**config.mk**
```make
export PLATFORM = sky130hd
export DESIGN_NAME = register_file
export DESIGN_NICKNAME = d
export VERILOG_FILES = /design/src/rtl/register_file_pkg.sv /design/src/rtl/regfile_cell.sv /design/src/rtl/register_file.sv
export SDC_FILE = /design/constraint.sdc
export NUM_CORES = 1
export LEC_CHECK = 0
export CORE_ASPECT_RATIO = 1.75
export CORE_UTILIZATION = 59
export CTS_BUF_LIST = sky130_fd_sc_hd__clkbuf_16
export DETAILED_ROUTE_END_ITERATION = 8
export PLACE_DENSITY = 0.92
export SLEW_MARGIN = 20
export SYNTH_ARGS = -nofsm -noshare
export SYNTH_HDL_FRONTEND = slang
export SYNTH_SLANG_ARGS = --single-unit
```
**constraint.sdc**
```tcl
create_clock -name clk -period 2.35 [get_ports clk]
set_input_delay 0.3525 -clock clk [delete_from_list [all_inputs] [get_ports clk]]
set_output_delay 0.3525 -clock clk [all_outputs]
set_load 0.01 [all_outputs]
```
**src/rtl/register_file_pkg.sv**
```systemverilog
// Shared constants and types for the 8-entry register file plus flag register.
package register_file_pkg;

    localparam int DEF_DATASIZE = 8;
    localparam int REGBIT       = 3;
    localparam int RCOUNT       = 2 ** REGBIT;

    typedef logic [DEF_DATASIZE-1:0] data_t;
    typedef logic [REGBIT-1:0]       addr_t;

endpackage

```
**src/rtl/regfile_cell.sv**
```systemverilog
// One register with asynchronous active-low clear and a synchronous load enable.
module regfile_cell
    import register_file_pkg::*;
#(
    parameter int WIDTH = DEF_DATASIZE
) (
    input  logic             clk,
    input  logic             clr_n,
    input  logic             load,
    input  logic [WIDTH-1:0] data_in,
    output logic [WIDTH-1:0] data_out
);

    logic [WIDTH-1:0] data_q;
    logic [WIDTH-1:0] data_d;

    always_comb begin
        data_d = data_q;
        if (load) begin
            data_d = data_in;
        end
    end

    always_ff @(posedge clk or negedge clr_n) begin
        if (!clr_n) begin
            data_q <= '0;
        end else begin
            data_q <= data_d;
        end
    end

    assign data_out = data_q;

endmodule

```
**src/rtl/register_file.sv**
```systemverilog
// 8 x DATASIZE register file: one synchronous write port, two gated async read ports, separate flag register.
// Define REGFILE_BYPASS_EN to forward write data to a read port addressing the register being written.
module register_file
    import register_file_pkg::*;
#(
    parameter int DATASIZE = DEF_DATASIZE
) (
    input  logic                clk,
    input  logic                rst,
    input  logic                wrenb,
    input  logic                flenb,
    input  logic                r1enb,
    input  logic                r2enb,
    input  addr_t               waddr,
    input  addr_t               r1add,
    input  addr_t               r2add,
    input  logic [DATASIZE-1:0] wdata,
    input  logic [DATASIZE-1:0] ifdat,
    output logic [DATASIZE-1:0] r1dat,
    output logic [DATASIZE-1:0] r2dat,
    output logic [DATASIZE-1:0] ofdat
);

    logic [DATASIZE-1:0] reg_q [RCOUNT];

    generate
        for (genvar gi = 0; gi < RCOUNT; gi++) begin : reg_block
            logic load;
            assign load = wrenb && (waddr == addr_t'(gi));

            regfile_cell #(.WIDTH(DATASIZE)) regs (
                .clk      (clk),
                .clr_n    (rst),
                .load     (load),
                .data_in  (wdata),
                .data_out (reg_q[gi])
            );
        end
    endgenerate

    regfile_cell #(.WIDTH(DATASIZE)) flag_cell (
        .clk      (clk),
        .clr_n    (rst),
        .load     (flenb),
        .data_in  (ifdat),
        .data_out (ofdat)
    );

    always_comb begin
        r1dat = '0;
        r2dat = '0;
        if (r1enb) begin
            r1dat = reg_q[r1add];
        end
        if (r2enb) begin
            r2dat = reg_q[r2add];
        end
`ifdef REGFILE_BYPASS_EN
        // Forwarding is gated by rst so held-reset reads stay zero.
        if (rst && wrenb && r1enb && (r1add == waddr)) begin
            r1dat = wdata;
        end
        if (rst && wrenb && r2enb && (r2add == waddr)) begin
            r2dat = wdata;
        end
`endif
    end

endmodule

```
# Word-level counts from Yosys, hierarchy flattened
# Index checks and enable logic that the tools add are counted.
# Widths: inputs -> output; s select.
dict set report op_classes {
  add_sub_neg 0
  mul 0
  div_mod_pow 0
  n_lt_le_gt_ge 2
  eq_ne 7
  n_shift 0
  muxes 8
  n_bitwise 2
  reduce_logical 9
}
# op n
set ops {}
lappend ops {{$bmux 8 s3} 2}
lappend ops {{$mux 8} 6}
lappend ops {{$eq 3x3->1 const B} 4}
lappend ops {{$ge 4x4->1 const B} 2}
lappend ops {{$logic_and 1x1->1} 8}
lappend ops {{$not 3->4} 2}
lappend ops {{$eq 3x2->1 const B} 2}
lappend ops {{$eq 3x1->1 const B} 1}
lappend ops {{$logic_not 3->1} 1}
dict set report word_totals {
  ff_bits 72
  latchBits 0
  ram_bits 0
  romBits 0
  input_bits 31
  out_inout_bits 24
  wordCells 37
  memories 0
}

# Depth between registers and ports, before layout
dict set report logic_depth {
  ltp_word 5
  depth_mapped 5
  depth_no_buf 3
}

# Hierarchy
# A second synthesis with hierarchy kept.
dict set report unflattened {
  hier_cells 242
  area_unflattened_um2 4149.0
}
# mod instances cells_each area_each_um2 seq_area_each_um2
set by_module_without_submodules {}
lappend by_module_without_submodules {regfile_cell 9 17 331.6 200.2}
lappend by_module_without_submodules {register_file 1 89 1164.9 0.0}

# Worst setup path after synthesis
# Ideal clock, no wire load.
dict set report synth_path {
  kind {in2out}
  start {input port r2add[1]}
  end {output port r2dat[2]}
  arrival_time_ns 1.358
  required_ns 1.997
  path_slack_ns 0.639
  path_stages 5
  n_path_buf 2
  cell_sequence {buf_6 buf_6 mux4_1 mux2i_1 nor2_1}
}
dict set report synth_between {
  elab_chain_len 5
}
# item line
set synth_lines {}
lappend synth_lines {{from (decl)} register_file.sv:16} ;# input addr_t r2add,
lappend synth_lines {{$not 3->4 (not written as such)} register_file.sv:56} ;# r2dat = reg_q[r2add];
lappend synth_lines {{$bmux 8 s3} register_file.sv:56}
lappend synth_lines {{$mux 8 (not written as such) (2 in a row)} register_file.sv:56}
lappend synth_lines {{$mux 8} register_file.sv:55} ;# if (r2enb) begin
lappend synth_lines {{to (decl)} register_file.sv:20} ;# output logic [DATASIZE-1:0] r2dat,
# Every way passes these cells. The select of a mux whose other input is x is not followed.

# Worst setup path after layout
dict set report layout_path {
  start {input port r1add[1]}
  end {output port r1dat[2]}
}
dict set report layout_between {
  elab_chain_len 5
}
# item line
set layout_lines {}
lappend layout_lines {{from (decl)} register_file.sv:15} ;# input addr_t r1add,
lappend layout_lines {{$not 3->4 (not written as such)} register_file.sv:53} ;# r1dat = reg_q[r1add];
lappend layout_lines {{$bmux 8 s3} register_file.sv:53}
lappend layout_lines {{$mux 8 (not written as such) (2 in a row)} register_file.sv:53}
lappend layout_lines {{$mux 8} register_file.sv:52} ;# if (r1enb) begin
lappend layout_lines {{to (decl)} register_file.sv:19} ;# output logic [DATASIZE-1:0] r1dat,
# Every way passes these cells. The select of a mux whose other input is x is not followed.

==> results.py <==
metrics = {
    "worst_setup_path": {
        "setup.reg_to_reg.worst_slack_ps": 1510,
        "rr_worst_depth": 1,
        "critPathRequiredTime_ps": 2000,
        "critPathLaunchType": "input pin",
        "critical_path_arrival_ps": 1940,
        "cp-endpoint": "r1dat[2]",
        "worst_r2r_startpoint": "reg_block[7].regs.data_out[1]",
        "worstSetupEndpointType": "output pin",
        "crit_start": "r1add[1]",
        "crit-reg2reg-capture": "reg_block[7].regs.data_out[1]",
        "path_max_fanout": 8,
        "crit_type": "in2out",
    },
    "power": {
        "leakagePower_nw": 2.218,
        "intPower_w": 0.002807,
        "p_comb_frac": 0.246,
        "power_per_cell_area_mw_per_mm2": 768.8,
        "switching_power_w": 0.001028,
        "seq_power_share": 0.440,
        "vdd_drop_max_uv": 774.2,
        "power_switching_share": 0.2680,
        "clock_power_share": 0.314,
    },
    "place": {
        "port_buf_inserts": 54,
        "place_area_mm2": 0.004642,
        "hpwl_mm": 5.753,
        "detailedPlace.worstSlack_ps": -375.7,
        "place.gp.congestion": 0.8044,
        "dpl.cell_count": 372,
    },
    "sta": {
        "fin_ws_ps": 57.97,
        "fmaxAchievable_mhz": 436.3,
        "final-hold-violation-count": 0,
        "rsz0062_at_grt": "no",
        "period_minus_slack_ps": 2292,
        "worst_pin_slew_ps": 651.9,
        "slew_headroom": 0.5654,
        "final-max-slew-violation-count": 0,
        "worst_hold_slack_ps": 47.79,
        "skew_ps": 0,
        "final.period_utilization": 0.9753,
        "setup_violations": 0,
    },
    "clock_network": {
        "htree_levels": 3,
        "clkSinkCount": 72,
        "tritoncts_clock_tree": "built",
        "clock_tree.root_cell": "sky130_fd_sc_hd__clkbuf_16",
        "cts-root-to-sink-buffers": 2,
        "cts.hold.buffers_added": 0,
        "insertion_delay_to_the_later_sink_of_the_worst_skew_pair_ps": 330,
        "clock_input_transition_at_the_sequential_cells_of_the_worst_setup_and_hold_paths_ps": 60,
        "numCtsBuffers": 9,
    },
    "drt": {
        "drt_pass1_iterations": 4,
        "postRouteAntennaNets": 0,
        "via_count": 2505,
        "route.detailed.drc": 0,
        "detail_route.iter0.violations": 154,
        "post_drt_wl_per_cell_um": 23.22,
        "post_drt_via_cell_ratio": 6.342,
        "drt-total-wl_mm": 9.171,
    },
    "die": {
        "floorplan.initialDensity": 0.6196,
        "pin_count": 55,
        "fp.coreArea_mm2": 0.006276,
        "die_x_um": 63.37,
        "die_h_um": 109.4,
        "floorplan.die_area_mm2": 0.006933,
        "rows": 38,
    },
    "global_routing": {
        "globalRoute.totalOverflow": 0,
        "antenna_found_initial": 0,
        "grt_util_all_layers": 0.2962,
        "grt_first_pass_wirelength_mm": 14.45,
        "grt_max_degree": 29,
        "vias_in_the_first_global_route": 2710,
    },
    "cells_and_area": {
        "insertedDiodeCount": 0,
        "layout.cells.non_filler": 395,
        "utilization": 0.7947,
        "drive_above_1_share": 0.3905,
        "layout.cell_area.non_filler_mm2": 0.004987,
        "area_growth_syn_to_layout_pct": 28.25,
        "finish.net_count": 341,
        "layout_common_cells": "72 x sky130_fd_sc_hd__mux2_2, 72 x sky130_fd_sc_hd__dfrtp_1, 35 x sky130_fd_sc_hd__clkdlybuf4s50_1",
    },
    "logic_synthesis": {
        "mappedNetlistNets": 266,
        "post_synth.cell_area_avg_um2": 16.55,
        "synth-seq-cells": 72,
        "yosysSeqAreaShare": 0.4633,
        "synth_area_mm2": 0.003889,
        "library_cells_used_by_synthesis": 18,
        "synthesis.yosys.warnings": 0,
        "netlist_instances": 235,
    },
    "hold_path": {
        "hold_path_class": "in2async",
    },
    "run_status": {
        "outcome": "finished clean",
    },
    "run": {
        "maximum_capacitance_violations": 0,
    },
}
through the flow:
step,setup TNS (ps),total power [W]
final,0,0.003834
after global routing,0,0.003990
after CTS,0,0.003828
after detailed placement,-5135,0.002630
after global placement,-4813,0.002554
after floorplan,0,0.002249
power by group through the flow:
stage                     registers [W]  logic (W)  clock network [W]
final                           0.00169   0.000945            0.00120
after global routing            0.00171    0.00101            0.00126
after CTS                       0.00167   0.000934            0.00123
after detailed placement        0.00169   0.000941                  0
after global placement          0.00166   0.000894                  0
after floorplan                 0.00163   0.000621                  0
routing by layer:
layer  vias up  track usage  routed length [um]  share of wire
li1       1086            -                   -              -
met1      1272       0.3394                3438           0.37
met2       116       0.5008                4801           0.52
met3        31      0.06846                 524          0.057
met4         0       0.1802                 407          0.044
met5         -            0                   0              0
cell usage after synthesis:
cell,instances,share of area
sky130_fd_sc_hd__inv_1,2,0.0019
sky130_fd_sc_hd__nor3b_4,2,0.0097
sky130_fd_sc_hd__mux2_2,72,0.21
sky130_fd_sc_hd__nor2_1,16,0.015
sky130_fd_sc_hd__mux2i_1,16,0.041
sky130_fd_sc_hd__nand4_1,1,0.0016
sky130_fd_sc_hd__nor3_4,1,0.0042
sky130_fd_sc_hd__nand2_1,1,0.00096
sky130_fd_sc_hd__buf_4,1,0.0019
sky130_fd_sc_hd__buf_6,5,0.014
sky130_fd_sc_hd__mux4_1,29,0.20
sky130_fd_sc_hd__nand2b_4,1,0.0035
sky130_fd_sc_hd__clkbuf_1,3,0.0029
sky130_fd_sc_hd__buf_2,6,0.0077
sky130_fd_sc_hd__nor3_2,1,0.0026
sky130_fd_sc_hd__nand4b_1,3,0.0068
sky130_fd_sc_hd__mux4_2,3,0.017
sky130_fd_sc_hd__dfrtp_1,72,0.46
worst min-delay path by stage:
| stage | from | end | slack (ps) | depth (start not counted) |
|---|---|---|---|---|
| CTS | rst | reg_block[4].regs.data_out[6] | 50 | 1 |
| floorplan | rst | flag_cell.data_out[0] | 60 | 0 |
| global placement | rst | reg_block[1].regs.data_out[5] | 390 | 1 |
| detailed placement | rst | reg_block[1].regs.data_out[5] | 400 | 1 |
| global route | rst | reg_block[1].regs.data_out[0] | 90 | 1 |
| finish | rst | reg_block[2].regs.data_out[6] | 50 | 1 |
layout make-up:
cell class	count	area, um2
Clock inverter	7	38.79
Timing Repair Buffer	79	847.1
Sequential cell	72	1802
Tap cell	80	100.1
Clock buffer	9	225.2
Fill cell	370	1289
Multi-Input combinational cell	146	1967
Inverter	2	7.507
logic make-up after synthesis:
kind of cell	after synthesis	share of synthesized area
buf+inv	17	0.02896
flops	72	0.4633
mux	120	0.4630
simple gates	26	0.04473
state kept, by name (all words and copies together), names as in the netlist:
register and cells:
flag_cell.data_out 8, reg_block.regs.data_out 64
worst max-delay path, cell delays in order:
cell                              delay [ps]
sky130_fd_sc_hd__dlygate4sd2_1           250
sky130_fd_sc_hd__buf_12                  150
sky130_fd_sc_hd__buf_12                  110
sky130_fd_sc_hd__mux4_1                  570
sky130_fd_sc_hd__mux2i_1                 170
sky130_fd_sc_hd__nor2_1                   90
sky130_fd_sc_hd__clkdlybuf4s15_1         250
repair_timing:
action / CTS / global route
setup endpoints to repair: 16 / 4
gates cloned: 1 / 0
setup buffers: 6 / 0
gates resized for setup: 22 / 5
Power figures use the tool's default switching activity.
